File: config.mk
export PLATFORM = sky130hd
export DESIGN_NAME = mem_port_arbiter
export DESIGN_NICKNAME = d
export VERILOG_FILES = /design/src/rtl/mem_port_arbiter.sv
export SDC_FILE = /design/constraint.sdc
export NUM_CORES = 1
export LEC_CHECK = 0
export CELL_PAD_IN_SITES_DETAIL_PLACEMENT = 0
export CELL_PAD_IN_SITES_GLOBAL_PLACEMENT = 1
export CORE_MARGIN = 5
export CORE_UTILIZATION = 45
export DETAILED_ROUTE_END_ITERATION = 16
export DONT_BUFFER_PORTS = 1
export PLACE_DENSITY_LB_ADDON = 0.1
export SLEW_MARGIN = 15
export SYNTH_ARGS = -nofsm -noshare
export SYNTH_HDL_FRONTEND = slang
export SYNTH_SLANG_ARGS = --single-unit
File: constraint.sdc
create_clock -name clk_i -period 5.28 [get_ports clk_i]
set_input_delay 1.056 -clock clk_i [delete_from_list [all_inputs] [get_ports clk_i]]
set_output_delay 1.056 -clock clk_i [all_outputs]
set_load 0.005 [all_outputs]
File: src/rtl/mem_port_arbiter.sv
// Shares one single-ported memory between instruction fetch and data access.
// One transaction at a time over req/ack; conflicts resolve round-robin.
//
// state   | meaning
// --------+-----------------------------------------------------------
// IDLE    | no transaction; arbitrate pending requests
// IFETCH  | fetch request on the memory bus, waiting for ack
// DACCESS | load/store request on the memory bus, waiting for ack
// RESP    | one-cycle ready pulse to the granted port
module mem_port_arbiter #(
  parameter int ADDR_W = 32,
  parameter int DATA_W = 32
) (
  input  logic              clk_i,
  input  logic              rst_n_i,
  input  logic              if_req_i,
  input  logic [ADDR_W-1:0] if_addr_i,
  output logic [DATA_W-1:0] if_data_o,
  output logic              if_ready_o,
  input  logic              dm_read_i,
  input  logic              dm_write_i,
  input  logic [ADDR_W-1:0] dm_addr_i,
  input  logic [DATA_W-1:0] dm_wdata_i,
  output logic [DATA_W-1:0] dm_rdata_o,
  output logic              dm_ready_o,
  output logic              mem_req_o,
  output logic              mem_we_o,
  output logic [ADDR_W-1:0] mem_addr_o,
  output logic [DATA_W-1:0] mem_wdata_o,
  input  logic              mem_ack_i,
  input  logic [DATA_W-1:0] mem_rdata_i,
  output logic              stall_o,
  output logic              busy_o
);

  typedef enum logic [1:0] {IDLE, IFETCH, DACCESS, RESP} state_t;

  state_t state_q, state_d;
  logic   last_grant_q;  // 1 = data port was granted last, 0 = fetch
  logic   gnt_data_q;    // port owning the transaction in flight
  logic   dm_pend;
  logic   start_if, start_dm, ack_hit;

  assign dm_pend = dm_read_i | dm_write_i;

  // State register
  always_ff @(posedge clk_i or negedge rst_n_i) begin
    if (!rst_n_i) state_q <= IDLE;
    else          state_q <= state_d;
  end

  // Next state, grant decision and ack acceptance
  always_comb begin
    state_d  = state_q;
    start_if = 1'b0;
    start_dm = 1'b0;
    ack_hit  = 1'b0;
    case (state_q)
      IDLE: begin
        // data wins unless fetch is also pending and data went last
        if (dm_pend && (!if_req_i || !last_grant_q)) begin
          start_dm = 1'b1;
          state_d  = DACCESS;
        end else if (if_req_i) begin
          start_if = 1'b1;
          state_d  = IFETCH;
        end
      end
      IFETCH, DACCESS: begin
        if (mem_ack_i) begin
          ack_hit = 1'b1;
          state_d = RESP;
        end
      end
      RESP:    state_d = IDLE;
      default: state_d = IDLE;
    endcase
  end

  // Memory bus, result capture and ready pulses
  always_ff @(posedge clk_i or negedge rst_n_i) begin
    if (!rst_n_i) begin
      mem_req_o    <= 1'b0;
      mem_we_o     <= 1'b0;
      mem_addr_o   <= '0;
      mem_wdata_o  <= '0;
      if_data_o    <= '0;
      dm_rdata_o   <= '0;
      if_ready_o   <= 1'b0;
      dm_ready_o   <= 1'b0;
      last_grant_q <= 1'b0;
      gnt_data_q   <= 1'b0;
    end else begin
      if_ready_o <= ack_hit & ~gnt_data_q;
      dm_ready_o <= ack_hit & gnt_data_q;
      if (start_dm) begin
        mem_req_o   <= 1'b1;
        mem_we_o    <= dm_write_i;  // read+write together counts as a write
        mem_addr_o  <= dm_addr_i;
        mem_wdata_o <= dm_wdata_i;
        gnt_data_q  <= 1'b1;
      end else if (start_if) begin
        mem_req_o  <= 1'b1;
        mem_we_o   <= 1'b0;
        mem_addr_o <= if_addr_i;
        gnt_data_q <= 1'b0;
      end else if (ack_hit) begin
        mem_req_o    <= 1'b0;
        last_grant_q <= gnt_data_q;
        if (!gnt_data_q)    if_data_o  <= mem_rdata_i;
        else if (!mem_we_o) dm_rdata_o <= mem_rdata_i;
      end
    end
  end

  assign busy_o  = (state_q != IDLE);
  assign stall_o = (if_req_i & ~if_ready_o) | (dm_pend & ~dm_ready_o);

endmodule

# == Word level (Yosys, flattened, before mapping) ==
# Cells that the tools add are included.
# word_totals
ram_bits,0
input_bits,134
mem_count,0
latchBits,0
regBits,136
wordCells,60
rom_bits,0
out_inout_bits,134
# classes
reduce_logical,13
magnitude_cmp,0
add_sub_neg,0
n_eq_ne,5
n_mul,0
muxes,19
div_mod_pow,0
shifts,0
bitwise,12
# op_table
operator,n
2-to-1 mux 32 bit,2
2-to-1 mux 1 bit,13
2-to-1 mux 2 bit,3
inverter 1 bit,6
case mux 2 bit (3 select lines),1
AND reduction 5 bit,1
AND 1 bit,4
equality test 2 bit (second input constant),2
AND reduction 4 bit,1
nonzero test 2 bit,2
inequality test 3 bit (second input constant),1
AND reduction 3 bit,1
nonzero test 3 bit,1
equality test 2 x 1 -> 1 bit (second input constant),1
logical NOT 1 bit,2
logical NOT 2 bit,1
inequality test 2 bit (second input constant),1
OR 1 bit,2
AND reduction 2 bit,1
OR reduction 2 bit,1
logical AND 1 bit,1
logical OR 1 bit,1

# == Depth between registers and ports, before layout ==
# Gate-level depths: netlist (run 1).
# depth
word_depth,7
ltp_mapped,7
mapped_depth_nobuf,5

# == Least setup slack after synthesis (run 1) ==
# No wires, ideal clock.
# synth_path
kind,input port to output port
startpoint,input port if_req_i
endpoint,output port stall_o
setup_slack_ns,2.636
arrival_ns,1.588
path_stages,3
cell_sequence,clkbuf_1 > inv_1 > o22ai_1
# synth_via
elab_chain_len,2
# synth_lines
item,line_no,rtl
from (decl),16,"input logic if_req_i,"
AND 1 bit,117,assign stall_o = (if_req_i & ~if_ready_o) | (dm_pend & ~dm_ready_o);
OR 1 bit,117,
to (decl),32,"output logic stall_o,"
# Every way passes these cells.

# == Worst setup path in the final report (run 1) ==
# layout_path
startpoint,input port dm_write_i
endpoint,register dm_rdata_o[14]
# layout_via
elab_chain_len,6
elab_cells_between_ends,9
classes_between,mux: 4; bitwise: 3; reduce/logical: 2
# layout_lines
item,line_no,rtl
from (decl),21,"input logic dm_write_i,"
OR 1 bit *,44,assign dm_pend = dm_read_i | dm_write_i;
logical AND 1 bit *,61,if (dm_pend && (!if_req_i || !last_grant_q)) begin
2-to-1 mux 1 bit,61,
2-to-1 mux 1 bit,58,case (state_q)
inverter 1 bit (no source line),-,
AND reduction 5 bit (no source line) *,-,
to (signal assigned),111,else if (!mem_we_o) dm_rdata_o <= mem_rdata_i;
to (decl),24,"output logic [DATA_W-1:0] dm_rdata_o,"
# Every way passes the cells marked *; elsewhere a longest branch is shown, timed or not.
# A chain may end at the register's enable or synchronous reset.

==> flow_summary.toml, run 1 <==
[clocking]
clockBufferDepth = 2
cts_hold_buf = 0
postCtsSetupRepairBufs = 0
cts_tree = "done"
cts_resized = 0
path_clk_slew_ns = 0.05
worstSkewPairLatency_ns = 0.41
cts_buffers = 17
clkSinkCount = 136
h-tree-depth = 4
cts_root_buf = "clkbuf_16"

[timing]
slew_viol_final = 0
fin_ws_ns = 2.41
setup_viol = 0
finalHoldViolCount = 0
fmax_ghz = 0.349
tightest_slew_ns = 0.920
period_minus_slack_ns = 2.87
rsz0062_at_grt = "false"
skew_ns = 0.00939
post-route-period-util = 0.543
tns_ns = 0
relSlewSlack = 0.384

[grt]
grt_max_degree = 137
grt_pass1_wl_mm = 20.4
track_usage = 0.182
grt_pass1_vias = 3647
antenna_found_initial = 0
grt_overflow = 0

[drt]
via_per_inst = 5.82
dr.first_iter.drc_count = 132
drcViolationCount = 0
routed_wl_mm = 13.3
wl_met1_mm = 4.94
first_pass_iters = 6
highest_layer = "met4"
wl_met3_mm = 1.53
wl_met2_mm = 6.45
via_count = 3374
wire_per_inst_um = 22.9
postRouteAntennaNets = 0

[floorplan]
die_w_um = 121
die_area_sq_um = 14500
die_y_um = 121
core-area_sq_um = 12000
row_count = 40
start_util = 0.457
io_pins = 268

[finish]
fin_cells = 580
num-nets-final = 556
drive_above_1_share = 0.307
antennaDiodeCount = 0
design_area_sq_um = 6200
area_growth_pct = 12.8

[worst_setup_path]
path_buf_inv = 1
cpPeakStageDelay_ns = 0.81
r2r-start = "state_q[1]"
path_max_fanout = 35
crit_end = "dm_rdata_o[14]"
endpoint_kind = "register"
cp.required_ns = 5.57
crit_path_top_delay_cell = "nor4b_4"
crit_arrival_ns = 3.15
reg2reg_slack_ns = 2.50
startpoint_type = "primary input"
cp.depth = 4
ff2ff_path_depth = 6
reg2reg_to = "dm_rdata_o[14]"
crit_start = "dm_write_i"
cp_top_family = "simple AND/OR/NAND/NOR gates"
path_cells = "o31a_4 > nor4b_4 > buf_4 > mux2_2"
critPathKind = "in2reg"

[power_and_ir_drop]
p_leak_nw = 2.64
peakVddDrop_mv = 0.261
p_per_area_nw_per_um2 = 695

[yosys]
synthArstFlopShare = 1.00
ys_seq_area_frac = 0.619
ys.flop_type = "dfrtp_1"
synth_area_sq_um = 5500
synth_edf_count = 0
synth_area_per_cell_sq_um = 12.9
synth.distinct_cells = 30
synth_cells = 425
syn_nets = 560
ys_seq_elements = 136
ys_warn_count = 0

[place]
dp_cells = 549
port-buffer-count = 0
dp_slack_ns = 1.94
place_hpwl_mm = 9.29
placed_area_sq_um = 5600
gp_congestion = 0.774

[hold_path]
worstHoldPathType = "in2async"

[run_status]
status = "finished, final reports clean"

[run]
drv_cap = 0
==> how the worst min path moves through the flow <==
stage	start	to
global placement	mem_addr_o[22]	mem_addr_o[22]
CTS	rst_n_i	mem_addr_o[20]
finish	rst_n_i	if_data_o[13]
detailed placement	mem_addr_o[22]	mem_addr_o[22]
global route	rst_n_i	if_data_o[12]
floorplan	mem_req_o	mem_req_o
==> stage by stage <==
step                      utilization  total power [W]  hold slack [ns]
after floorplan                     -          0.00284            0.471
after global placement          0.466          0.00314            0.502
after detailed placement        0.466          0.00319            0.506
after CTS                       0.515          0.00437            0.321
after global routing            0.516          0.00459            0.317
final                           0.516          0.00431            0.346
==> metal layers <==
| layer | vias to the layer above | GRT usage |
|---|---|---|
| met5 | - | 0 |
| met4 | 0 | 0.0878 |
| met3 | 29 | 0.0898 |
| met2 | 176 | 0.287 |
| met1 | 1679 | 0.206 |
| li1 | 1490 | - |
==> state kept, by name, summed over array words and instances (netlist names) <==
name,cells
state_q,2
dm_rdata_o,32
dm_ready_o,1
mem_wdata_o,32
if_ready_o,1
if_data_o,32
gnt_data_q,1
mem_addr_o,32
mem_req_o,1
last_grant_q,1
mem_we_o,1
==> cell usage after synthesis, drive strengths merged, types with 2 or more instances <==
cell | count | area share
dfrtp | 136 | 0.62
mux2 | 97 | 0.20
o21ai | 64 | 0.058
nand2 | 39 | 0.027
a21oi | 34 | 0.031
clkbuf | 19 | 0.013
buf | 10 | 0.014
nor2 | 5 | 0.0034
inv | 4 | 0.0027
nor3 | 2 | 0.0027
==> layout by cell type (no fill, tap or decap), types with 2 or more instances in the layout <==
master and n:
nand2_1 39, clkbuf_8 2, inv_1 4, bufinv_16 3
mux2_2 93, a21oi_1 34, o21ai_0 64, nor2_1 5
clkinv_2 3, dfrtp_1 136, buf_4 6, clkbuf_16 17
clkbuf_1 4, mux2_1 4
==> layout make-up <==
type,count,area [sq um]
clock buffer,23,468
clock inverter,8,121
fill,1056,5810
inverter,4,15.0
multi-input combinational,256,1960
sequential,136,3400
tap,147,184
timing repair buffer,6,45.0
==> worst register-to-register path, cell delays in order, from the launching register on <==
cell	delay (ns)
dfrtp_1	0.37
inv_1	0.05
ha_1	0.38
nand2_1	0.22
nor4b_4	0.86
buf_4	0.41
mux2_2	0.38
==> cells by family (layout without fill, tap and decap cells) <==
logic type | after synthesis | after routing | synth area share
DFF | 136 | 136 | 0.619
AOI/OAI and AO/OA | 109 | 109 | 0.110
muxes | 97 | 97 | 0.199
and+or+nand+nor | 49 | 49 | 0.0396
buffers and inverters | 33 | 41 | 0.0298
adders and majority gates | 1 | 1 | 0.00228
==> report_power, final <==
group	switching (W)	leakage, nW	internal [W]
combinational	0.000520	0.718	0.000585
clock	0.000411	0.287	0.000763
sequential	0.000454	1.64	0.00158
(Power assumes the default switching activity.)
==> run 2: changes to the inputs <==
- clock period: 5.28 -> 2.8 ns (I/O delays scaled with it)
==> run 2 against run 1 <==
Against the previous run: the flow now finishes with violations (negative hold slack); non-clock buffer count is 2 higher; clock power is 83% higher; combinational power up 91%; sequential cell count is the same; count of clock-buffer cells in the layout up 3; critical endpoint is now dm_rdata_o[13]; critical path depth increased by 2; die area is the same; cell count increased by 0.52%; clock skew is 0.0012 ns higher; sequential power grew 88%; core utilization about the same; largest cell class unchanged; register-to-register slack lost 1.9 ns.
==> flow_summary.toml, run 2 (synthesis gave the netlist of run 1 again) <==
[drt]
via_per_inst = 5.75
wire_per_inst_um = 22.5
postRouteAntennaNets = 0
drcViolationCount = 0
first_pass_iters = 4
routed_wl_mm = 13.1
dr.first_iter.drc_count = 110
via_count = 3350

[worst_setup_path]
startpoint_type = "register"
ff2ff_path_depth = 6
crit_path_top_delay_cell = "mux2_2"
cpPeakStageDelay_ns = 0.38
path_buf_inv = 2
endpoint_kind = "register"
r2r-start = "state_q[0]"
reg2reg_slack_ns = 0.61
crit_arrival_ns = 2.47
cp_top_family = "simple AND/OR/NAND/NOR gates"
reg2reg_to = "dm_rdata_o[13]"
path_cells = "inv_1 > ha_1 > nand2_1 > nor4b_4 > buf_4 > mux2_2"
cp.required_ns = 3.08
path_max_fanout = 22
critPathKind = "reg2reg"

[finish]
final.fill_count = 1047
drive_above_1_share = 0.314
antennaDiodeCount = 0
num-nets-final = 558
layout_commonest_cell = "dfrtp_1"
area_growth_pct = 12.7
mostFrequentLayoutCells = "dfrtp_1, mux2_2, o21ai_0"

[timing]
period_minus_slack_ns = 2.19
tns_ns = 0
fmax_ghz = 0.457
post-route-period-util = 0.782
slew_viol_final = 0
rsz0062_at_grt = "false"
fin_hold_ws_ns = -0.147
skew_ns = 0.0106
finalHoldViolCount = 136
relSlewSlack = 0.492
setup_viol = 0
tightest_slew_ns = 0.762

[place]
port-buffer-count = 0
place_hpwl_mm = 9.16
gp_congestion = 0.764

[clocking]
path_clk_slew_ns = 0.06
cts_resized = 0
cts_root_buf = "clkbuf_16"
worstSkewPairLatency_ns = 0.41
cts_tree = "done"
cts_buffers = 17
h-tree-depth = 4
clkSinkCount = 136
postCtsSetupRepairBufs = 0
clockBufferDepth = 2

[power_and_ir_drop]
p_per_area_nw_per_um2 = 1300
peakVddDrop_mv = 0.515
p_leak_nw = 2.64
p_total_w = 0.00806

[grt]
grt_max_degree = 137
grt_pass1_wl_mm = 20.5
grt_overflow = 0
antenna_found_initial = 0
grt_pass1_vias = 3661
track_usage = 0.182

[floorplan]
core-area_sq_um = 12000
io_pins = 268
start_util = 0.457
die_y_um = 121
row_count = 40
die_area_sq_um = 14500
die_w_um = 121

[run_status]
status = "finished, violations left"
violations = "negative hold slack"

[run]
drv_cap = 0

[hold_path]
worstHoldPathType = "in2async"
[run 2: cell count changes in the layout (fill, tap and decap cells not counted), sizes merged]
cell / delta
clkbuf: +3
buf: +2
clkinvlp: +2
bufinv: -2
clkinv: -2
[run 2: metal layers]
layer / up-vias / part of all wire / global-route usage
li1: 1493 / - / -
met1: 1655 / 0.38 / 0.218
met2: 177 / 0.48 / 0.281
met3: 25 / 0.12 / 0.0847
met4: 0 / 0.025 / 0.0793
met5: - / 0 / 0
[run 2: how the worst max path moves through the flow]
stage / startpoint / end / slack (ns) / depth (start not counted)
floorplan: dm_write_i / dm_rdata_o[1] / 0.70 / 5
global placement: dm_write_i / dm_rdata_o[29] / 0.62 / 4
detailed placement: dm_write_i / dm_rdata_o[13] / 0.59 / 4
CTS: state_q[0] / dm_rdata_o[13] / 0.61 / 6
global route: state_q[0] / dm_rdata_o[13] / 0.44 / 6
finish: state_q[0] / dm_rdata_o[13] / 0.61 / 6
[run 2: layout make-up]
cell class | instances | area [sq um] | area share
tap | 147 | 184 | 0.0297
clock inverter | 6 | 62.6 | 0.0101
sequential | 136 | 3400 | 0.549
multi-input combinational | 256 | 1950 | 0.315
inverter | 4 | 15.0 | 0.00242
timing repair buffer | 8 | 60.1 | 0.00970
clock buffer | 26 | 519 | 0.0838
[run 2: through the flow]
step	hold WS (ns)	utilization	area, sq um	setup slack (ns)	instances
after global placement	0.268	0.467	5610	0.621	551
after CTS	-0.171	0.516	6190	0.614	583
after global routing	-0.176	0.516	6190	0.444	583
final	-0.147	0.516	6190	0.612	583
after floorplan	0.264	-	5500	0.698	425
after detailed placement	0.268	0.467	5610	0.592	551
[run 2: report_power, final]
part	total (W)	switching (W)	internal [W]
combinational	0.00210	0.000990	0.00111
clock	0.00214	0.000782	0.00136
sequential	0.00382	0.000840	0.00298
total	0.00806	0.00261	0.00544
==> run 3: changes to the inputs <==
- clock period: 2.8 -> 2.15 ns (I/O delays scaled with it)
==> run 3 against run 2 <==
Against the previous run: the run still ends with negative hold slack left; sequential cell count unchanged; sequential share of layout area down 0.83 points; cell count up 0.86%; register-to-register slack worse by 0.44 ns; total power up 34%; clock skew down 0.0049 ns; design area up 1.5%; first-iteration DRC count up 6.4%.
==> flow_summary.toml, run 3 (synthesis gave the netlist of run 1 again) <==
[run_status]
status = "finished, violations left"
violations = "negative hold slack"

[finish]
fin_cells = 588
regArea_sq_um = 3400
antennaDiodeCount = 0
layout_commonest_cell = "dfrtp_1"
multi_input_area_sq_um = 1950
num-nets-final = 563
mostFrequentLayoutCells = "dfrtp_1, mux2_2, o21ai_0"
final.fill_count = 1036
drive_above_1_share = 0.327
area_growth_pct = 14.4

[run]
drv_cap = 0

[timing]
period_minus_slack_ns = 2.03
skew_ns = 0.00572
fin_hold_ws_ns = -0.280
relSlewSlack = 0.497
tns_ns = 0
setup_viol = 0
finalHoldViolCount = 136
rsz0062_at_grt = "false"
post-route-period-util = 0.944
slew_viol_final = 0
fmax_ghz = 0.493
tightest_slew_ns = 0.755
fin_ws_ns = 0.121

[clocking]
postCtsSetupRepairBufs = 0
worstSkewPairLatency_ns = 0.40
h-tree-depth = 4
clockBufferDepth = 2
clkSinkCount = 136
cts_tree = "done"
cts_buffers = 17
cts_root_buf = "clkbuf_16"
path_clk_slew_ns = 0.06

[drt]
via_per_inst = 5.72
dr.first_iter.drc_count = 117
first_pass_iters = 4
routed_wl_mm = 13.4
via_count = 3364
drcViolationCount = 0
wire_per_inst_um = 22.7
postRouteAntennaNets = 0

[worst_setup_path]
critPathKind = "reg2out"
path_cells = "inv_1 > ha_1 > buf_6 > buf_6 > inv_1"
cpPeakStageDelay_ns = 0.38
path_max_fanout = 21
reg2reg_slack_ns = 0.17
cp.required_ns = 1.72
ff2ff_path_depth = 6
endpoint_kind = "primary output"
reg2reg_to = "dm_rdata_o[24]"
startpoint_type = "register"
crit_start = "state_q[0]"
crit_arrival_ns = 1.60
r2r-start = "state_q[0]"
crit_path_top_delay_cell = "dfrtp_1"

[power_and_ir_drop]
peakVddDrop_mv = 0.858
p_per_area_nw_per_um2 = 1710
p_leak_nw = 2.68

[grt]
track_usage = 0.185
grt_pass1_wl_mm = 20.6
antenna_found_initial = 1
grt_pass1_vias = 3651
grt_max_degree = 137
grt_overflow = 0

[place]
dp_slack_ns = 0.113
port-buffer-count = 0
place_hpwl_mm = 9.58
dp_cells = 556
gp_congestion = 0.756

[floorplan]
die_y_um = 121
die_area_sq_um = 14500
io_pins = 268
row_count = 40
die_w_um = 121
start_util = 0.457
core-area_sq_um = 12000

[hold_path]
worstHoldPathType = "in2async"
==> run 3: worst max path at each step <==
stage	slack [ns]	depth (start not counted)	endpoint
global placement	0.17	6	dm_rdata_o[12]
finish	0.12	5	busy_o
detailed placement	0.11	6	dm_rdata_o[22]
CTS	0.05	5	busy_o
global route	0.02	5	busy_o
floorplan	0.18	5	dm_rdata_o[1]
==> run 3: final cells by class <==
type | instances | share of cell area
timing repair buffer | 13 | 0.0213
tap | 147 | 0.0292
clock inverter | 14 | 0.0277
inverter | 4 | 0.00239
sequential | 136 | 0.541
multi-input combinational | 256 | 0.310
clock buffer | 18 | 0.0682
==> run 3: critical path, delay by kind of cell, from the launching register on <==
kind,cells,cell delay (ns)
buf+inv,4,0.61
flops,1,0.38
fa+ha+maj,1,0.20
==> run 3: through the flow <==
step / power (W) / util / cell area (sq um)
2_1_floorplan: 0.00697 / - / 5500
3_3_place_gp: 0.00785 / 0.472 / 5670
3_5_place_dp: 0.00796 / 0.472 / 5670
4_1_cts: 0.0109 / 0.523 / 6280
5_1_grt: 0.0115 / 0.524 / 6290
6_report: 0.0108 / 0.524 / 6290
==> run 3: report_power, final <==
part	total (W)	switching, W	internal, W	leakage [nW]
registers	0.00500	0.00112	0.00387	1.64
logic	0.00286	0.00130	0.00156	0.762
clock network	0.00293	0.00109	0.00183	0.283
total	0.0108	0.00352	0.00726	2.68
==> run 3: layer usage <==
layer  up-vias  wire length, um  share of wire  GRT usage
met3        32             1770           0.13      0.109
li1       1509                -              -          -
met2       176             6270           0.47      0.277
met4         2              404          0.030     0.0878
met5         -                7        0.00052          0
met1      1645             4930           0.37      0.212
==> run 3: what timing repair did <==
action | CTS | global route
endpoints found under the hold margin | 136 | 136
resized for setup | 1 | 2
setup endpoints to repair | 1 | 2
gates cloned | 0 | 0
